==> config.mk <==
export PLATFORM = sky130hd
export DESIGN_NAME = sap_control_sequencer_flat
export DESIGN_NICKNAME = d
export VERILOG_FILES = /design/src/rtl/sap_control_sequencer_if.sv /design/src/rtl/sap_control_sequencer.sv /design/src/flat_wrapper.sv
export SDC_FILE = /design/constraint.sdc
export NUM_CORES = 1
export LEC_CHECK = 0
export CORE_UTILIZATION = 37
export CTS_BUF_LIST = sky130_fd_sc_hd__clkbuf_2
export DETAILED_ROUTE_END_ITERATION = 10
export PLACE_DENSITY_LB_ADDON = 0.15
export SETUP_SLACK_MARGIN = 0.2
export SLEW_MARGIN = 20
export SYNTH_ARGS = -nofsm -noshare
export SYNTH_HDL_FRONTEND = slang
export SYNTH_SLANG_ARGS = --single-unit
==> constraint.sdc <==
create_clock -name clk -period 1.5 [get_ports clk]
set_input_delay 0.3 -clock clk [delete_from_list [all_inputs] [get_ports clk]]
set_output_delay 0.3 -clock clk [all_outputs]
set_load 0.05 [all_outputs]
==> src/rtl/sap_control_sequencer_if.sv <==
// sap_control_sequencer_if: run control, instruction/flag inputs and control-word outputs of the SAP sequencer.
interface sap_control_sequencer_if;
    logic        enable;
    logic [3:0]  opcode;
    logic        carry_flag;
    logic        zero_flag;
    logic [15:0] ctrl;
    logic [2:0]  step;
    logic        halted;
    modport master (output enable, opcode, carry_flag, zero_flag, input ctrl, step, halted);
    modport slave  (input enable, opcode, carry_flag, zero_flag, output ctrl, step, halted);
endinterface

==> src/rtl/sap_control_sequencer.sv <==
// sap_control_sequencer: SAP-1 microstep counter and control-word decoder.
// Define SEQ_EARLY_END_EN to return to T0 right after each opcode's last active microstep.
module sap_control_sequencer #(
    parameter int STEPS = 5
) (
    input logic clk,
    input logic reset,
    sap_control_sequencer_if.slave bus
);
    logic [2:0]  step, step_nxt, last;
    logic        halted, halted_nxt;
    logic [15:0] word;
`ifdef SEQ_EARLY_END_EN
    assign last = (bus.opcode == 4'd1 || bus.opcode == 4'd4) ? 3'd3 :
                  (bus.opcode == 4'd2 || bus.opcode == 4'd3) ? 3'd4 : 3'd2;
`else
    assign last = 3'(STEPS - 1);
`endif
    always_ff @(posedge clk or negedge reset) begin
        if (!reset) begin
            step   <= 3'd0;
            halted <= 1'b0;
        end else begin
            step   <= step_nxt;
            halted <= halted_nxt;
        end
    end
    // HLT latches at T2 instead of advancing, so the counter freezes there.
    always_comb begin
        step_nxt   = step;
        halted_nxt = halted;
        if (bus.enable && !halted) begin
            if (step == 3'd2 && bus.opcode == 4'd15) halted_nxt = 1'b1;
            else step_nxt = (step == last) ? 3'd0 : step + 3'd1;
        end
    end
    always_comb begin
        word = 16'h0000;
        case (step)
            3'd0: word = 16'h4004;
            3'd1: word = 16'h1408;
            3'd2: case (bus.opcode)
                4'd1, 4'd2, 4'd3, 4'd4: word = 16'h4800;
                4'd5:  word = 16'h0A00;
                4'd6:  word = 16'h0802;
                4'd7:  word = bus.carry_flag ? 16'h0802 : 16'h0000;
                4'd8:  word = bus.zero_flag ? 16'h0802 : 16'h0000;
                4'd9:  word = 16'h0001;
                4'd14: word = 16'h0110;
                4'd15: word = 16'h8000;
                default: word = 16'h0000;
            endcase
            3'd3: case (bus.opcode)
                4'd1:       word = 16'h1200;
                4'd2, 4'd3: word = 16'h1020;
                4'd4:       word = 16'h2100;
                default:    word = 16'h0000;
            endcase
            3'd4: word = (bus.opcode == 4'd2) ? 16'h0280 : (bus.opcode == 4'd3) ? 16'h02C0 : 16'h0000;
            default: word = 16'h0000;
        endcase
    end
    assign bus.ctrl   = !reset ? 16'h0000 : halted ? 16'h8000 : bus.enable ? word : 16'h0000;
    assign bus.step   = step;
    assign bus.halted = halted;
endmodule

==> src/flat_wrapper.sv <==
// flat-port wrapper written by rule: the top's interface ports become plain ports
module sap_control_sequencer_flat 
#(
    parameter int STEPS = 5
)
  (clk, reset, bus_enable, bus_opcode, bus_carry_flag, bus_zero_flag, bus_ctrl, bus_step, bus_halted);
  sap_control_sequencer_if bus_i ();
  input logic clk;
  input logic reset;
  input wire logic [$bits(bus_i.enable)-1:0] bus_enable;
  input wire logic [$bits(bus_i.opcode)-1:0] bus_opcode;
  input wire logic [$bits(bus_i.carry_flag)-1:0] bus_carry_flag;
  input wire logic [$bits(bus_i.zero_flag)-1:0] bus_zero_flag;
  output wire logic [$bits(bus_i.ctrl)-1:0] bus_ctrl;
  output wire logic [$bits(bus_i.step)-1:0] bus_step;
  output wire logic [$bits(bus_i.halted)-1:0] bus_halted;
  assign bus_i.enable = bus_enable;
  assign bus_i.opcode = bus_opcode;
  assign bus_i.carry_flag = bus_carry_flag;
  assign bus_i.zero_flag = bus_zero_flag;
  assign bus_ctrl = bus_i.ctrl;
  assign bus_step = bus_i.step;
  assign bus_halted = bus_i.halted;
  sap_control_sequencer #(.STEPS(STEPS)) u_core (.clk(clk), .reset(reset), .bus(bus_i));
endmodule
==> impl_metrics.tcl, run 1 <==
set metrics [dict create \
    num_rows 13 \
    io_pins 29 \
    syn_nets 89 \
    gp_congestion 0.7656 \
    seq_area_frac_synth 0.1713 \
    port-buffer-count 28 \
    ys_types 36 \
    status "did not finish" \
    synth_warnings 0 \
    synth_most_common_cell "a21oi_1" \
    synthesis.area_um2 584.3 \
    ys_dominant_reg_cell "dfrtp_1" \
    netlist.area_leader.share 0.1713 \
    start_util 0.4226 \
    first-error "[ERROR DPL-0038] Utilization greater than 100%, impossible to legalize" \
    synth_seq_cells 4 \
    yosys-top-cells-count "a21oi_1, inv_1, ha_1, nand2_1" \
    synth_edf_count 0 \
    fp.dieH_um 41.74 \
    yosysTopAreaCell "dfrtp_1" \
    avgSynthCellArea_um2 7.791 \
    netlist_instances 75 \
    stop_stage "detailed placement (3_5_place_dp)" \
    ys_top_cells_by_area "dfrtp_1, ha_1, a21oi_1" \
    async_flop_share 1.000 \
    die_w_um 41.74 \
]
through the flow:
step | setup TNS, ns | cell area (um^2) | hold WS, ns | std cells | setup WS (ns)
after global placement | -7.554 | 1430 | 0.6052 | 137 | -0.5106
after floorplan | -5.670 | 790.8 | 0.004409 | 75 | -0.5012
logic make-up after synthesis:
group	count (synthesis)	share of synthesized area
buf+inv	11	0.09421
flops	4	0.1713
mux	3	0.06853
simple gates	35	0.3598
fa+ha+maj	5	0.1071
compound gates	17	0.1992
==> inputs of run 2 (changes only) <==
--- a/config.mk
+++ b/config.mk
@@ -5,11 +5,10 @@
 export SDC_FILE = /design/constraint.sdc
 export NUM_CORES = 1
 export LEC_CHECK = 0
-export CORE_UTILIZATION = 37
-export CTS_BUF_LIST = sky130_fd_sc_hd__clkbuf_2
+export CORE_AREA = 2 2 63 65
 export DETAILED_ROUTE_END_ITERATION = 10
+export DIE_AREA = 0 0 65 67
 export PLACE_DENSITY_LB_ADDON = 0.15
-export SETUP_SLACK_MARGIN = 0.2
 export SLEW_MARGIN = 20
 export SYNTH_ARGS = -nofsm -noshare
 export SYNTH_HDL_FRONTEND = slang
==> constraint.sdc (replaced) <==
create_clock -name clk -period 2 [get_ports clk]
set_input_delay 0.4 -clock clk [delete_from_list [all_inputs] [get_ports clk]]
set_output_delay 0.4 -clock clk [all_outputs]
set_load 0.05 [all_outputs]
==> impl_metrics.tcl, run 2 <==
set metrics [dict create \
    cpLargestDelayFamily "flip-flops" \
    grt_pass1_vias 822 \
    gp_congestion 0.7054 \
    drive_gt1_frac 0.7109 \
    pwr-share-clk 0.106 \
    max_stage_delay_ns 0.44 \
    vias 765 \
    crit_fanout 5 \
    switchingPower_mw 0.7477 \
    ys_top_cells_by_area "dfrtp_1, ha_1, a21oi_1" \
    post-dp-hpwl_um 1662 \
    violations "negative setup slack" \
    yosys.area_share.simple 0.3597 \
    hp-class "in -> async" \
    syn_to_final_growth_pct 170.5 \
    grt_use_total 0.1083 \
    cts_tree "done" \
    cp_slowest_cell "dfrtp_2" \
    status "finished with violations" \
    routed_wl_um 2141 \
    yosys-top-cells-count "a21oi_1, inv_1, ha_1, nand2_1" \
    finalMaxSlewViolations 0 \
    vias_per_cell 4.347 \
    synth_most_common_cell "a21oi_1" \
    fp.dieH_um 67 \
    wl_per_cell_um 12.16 \
    port-buffer-count 28 \
    tightest_slew_ns 0.4897 \
    post-place-ws_ns -0.3378 \
    required_ns 1.60 \
    cts_buffers 3 \
    path_cells "buf_6, ha_4, and3b_2, a31o_4, and2_4, buf_12" \
    antenna_cells 0 \
    p_leak_nw 0.6338 \
    finClkSkew_ns 0.001925 \
    grt.overflow.total 0 \
    cts_sinks 4 \
    maxSlewHeadroom 0.6725 \
    synthesis.area_um2 584.3 \
    grt_max_degree 9 \
    crit_arrival_ns 1.70 \
    dieArea_um2 4355 \
    max_freq_mhz 476.9 \
    io_pins 29 \
    clk_latency_ns 0.21 \
    final_common_cell "buf_4" \
    synth_edf_count 0 \
    powerDensity_nw_per_um2 986.5 \
    clockBufferDepth 2 \
    drt_iter0_drc 35 \
    netlist.area_leader.share 0.1713 \
    reg_top3 "u_core.bus.step: 3 flops, u_core.bus.halted: 1 flops" \
    path_clk_slew_ns 0.03 \
    drt-pass1-iter-count 4 \
    yosysTopAreaCell "dfrtp_1" \
    finalSetupViolations 6 \
    netlist_instances 75 \
    core_area_um2 3606 \
    largest_register_ff_count 3 \
    avgSynthCellArea_um2 7.791 \
    seq_area_frac_synth 0.1713 \
    finalSetupTns_ns -0.2503 \
    drtAntennaViolNets 0 \
    start_util 0.1620 \
    power_frac_seq 0.125 \
    final_cell_area_um2 1580 \
    num_rows 22 \
    place_area_um2 1374 \
    cts-root-buf "clkbuf_8" \
    critPathBufInv 2 \
    finalHoldViolCount 0 \
    synth_warnings 0 \
    endpoint_kind "output port" \
    antenna_found_initial 0 \
    fin_crit_sh 1.049 \
    muxShareOfSynthArea 0.06852 \
    timing.final.ws_setup_ns -0.09704 \
    critPathKind "reg -> out" \
    ys_dominant_reg_cell "dfrtp_1" \
    rsz0062_at_grt "true" \
    min_period_ns 2.097 \
    grt_pass1_wl_um 3719 \
    layout_common_cells "buf_4, buf_12, nand2_1, ha_4" \
    synth_seq_cells 4 \
    synth-xor-area-share 0 \
    hold_ws_ns 0.2538 \
    synth_top_family_by_area "simple AND/OR/NAND/NOR gates" \
    swShare 0.4796 \
    ys_types 36 \
    syn_nets 89 \
    cts.htree.levels 1 \
    drcViolationCount 0 \
    utilization 0.4382 \
    vdd_drop_max_mv 0.7839 \
    p_int_mw 0.8112 \
    nNetsFinal 144 \
    largest_register "u_core.bus.step" \
    async_flop_share 1.000 \
    start_kind "flop" \
    die_w_um 65 \
    cap_violations 0 \
    p_comb_frac 0.769 \
    synth-compound-area-share 0.1991 \
    synth_fa_ha_area_frac 0.1071 \
]
==> run 2: cell counts after synthesis <==
No cell type changed its count.
==> run 2: per-layer routing <==
metal  wire length [um]  track usage
met5                  0            0
met4                  0      0.03191
met3                 64     0.008446
met2               1167       0.2062
met1                909       0.1283
==> run 2: area by class of cell <==
class                           instances  area [um^2]
Clock buffer                            3        41.29
Fill cell                             356         2026
Inverter                                6        30.03
Multi-Input combinational cell         60        703.2
Sequential cell                         4        105.1
Tap cell                               48        60.06
Timing Repair Buffer                   55        640.6
==> run 2: logic make-up after synthesis <==
group,count (synthesis)
mux,3
fa+ha+maj,5
flops,4
simple gates,35
buf+inv,11
compound gates,17
==> run 2: final timing paths <==
path / startpoint / end / slack (ns) / cells past startpoint
max: u_core.bus.step[1] / bus_ctrl[15] / -0.1 / 6
min: reset / u_core.bus.halted / 0.25 / 2
max reg2reg: u_core.bus.step[1] / u_core.bus.step[0] / 0.24 / 5
min reg2reg: u_core.bus.halted / u_core.bus.halted / 0.59 / 2
max in group asynchronous: reset / u_core.bus.step[1] / 1.63 / 2
min in group clk: u_core.bus.halted / u_core.bus.halted / 0.59 / 2
==> run 2: stage by stage <==
step / instances / power [mW]
2_1_floorplan: 75 / 0.8687
3_3_place_gp: 166 / 1.180
3_5_place_dp: 166 / 1.192
4_1_cts: 174 / 1.553
5_1_grt: 176 / 1.662
6_report: 176 / 1.559
==> run 2: power by group through the flow <==
stage	Combinational, mW	Clock [mW]	Sequential, mW
final	1.20	0.165	0.194
after global routing	1.28	0.175	0.203
after CTS	1.19	0.171	0.190
after detailed placement	0.990	0	0.202
after global placement	0.981	0	0.199
after floorplan	0.550	0	0.319
==> run 2: repair_timing <==
| action | 4_1_cts | 5_1_grt |
|---|---|---|
| pin swaps | 12 | 10 |
| gates resized for setup | 28 | 7 |
| hold buffers | 0 | 0 |
| setup endpoints to repair | 16 | 11 |
| setup buffers | 6 | 2 |
Note: power is estimated with default switching activity, not from simulation.
==> inputs of run 3 (changes only) <==
--- a/config.mk
+++ b/config.mk
@@ -8,6 +8,7 @@
 export CORE_AREA = 2 2 63 65
 export DETAILED_ROUTE_END_ITERATION = 10
 export DIE_AREA = 0 0 65 67
+export HOLD_SLACK_MARGIN = 0.06
 export PLACE_DENSITY_LB_ADDON = 0.15
 export SLEW_MARGIN = 20
 export SYNTH_ARGS = -nofsm -noshare
==> results of run 3 <==
Same layout as run 2: the final DEF is identical, and so are final timing and power.
==> inputs of run 4 (changes only) <==
--- a/config.mk
+++ b/config.mk
@@ -6,6 +6,7 @@
 export NUM_CORES = 1
 export LEC_CHECK = 0
 export CORE_AREA = 2 2 63 65
+export CTS_CLUSTER_DIAMETER = 30
 export DETAILED_ROUTE_END_ITERATION = 10
 export DIE_AREA = 0 0 65 67
 export HOLD_SLACK_MARGIN = 0.06
==> results of run 4 <==
Same layout as run 2: the final DEF is identical, and so are final timing and power.
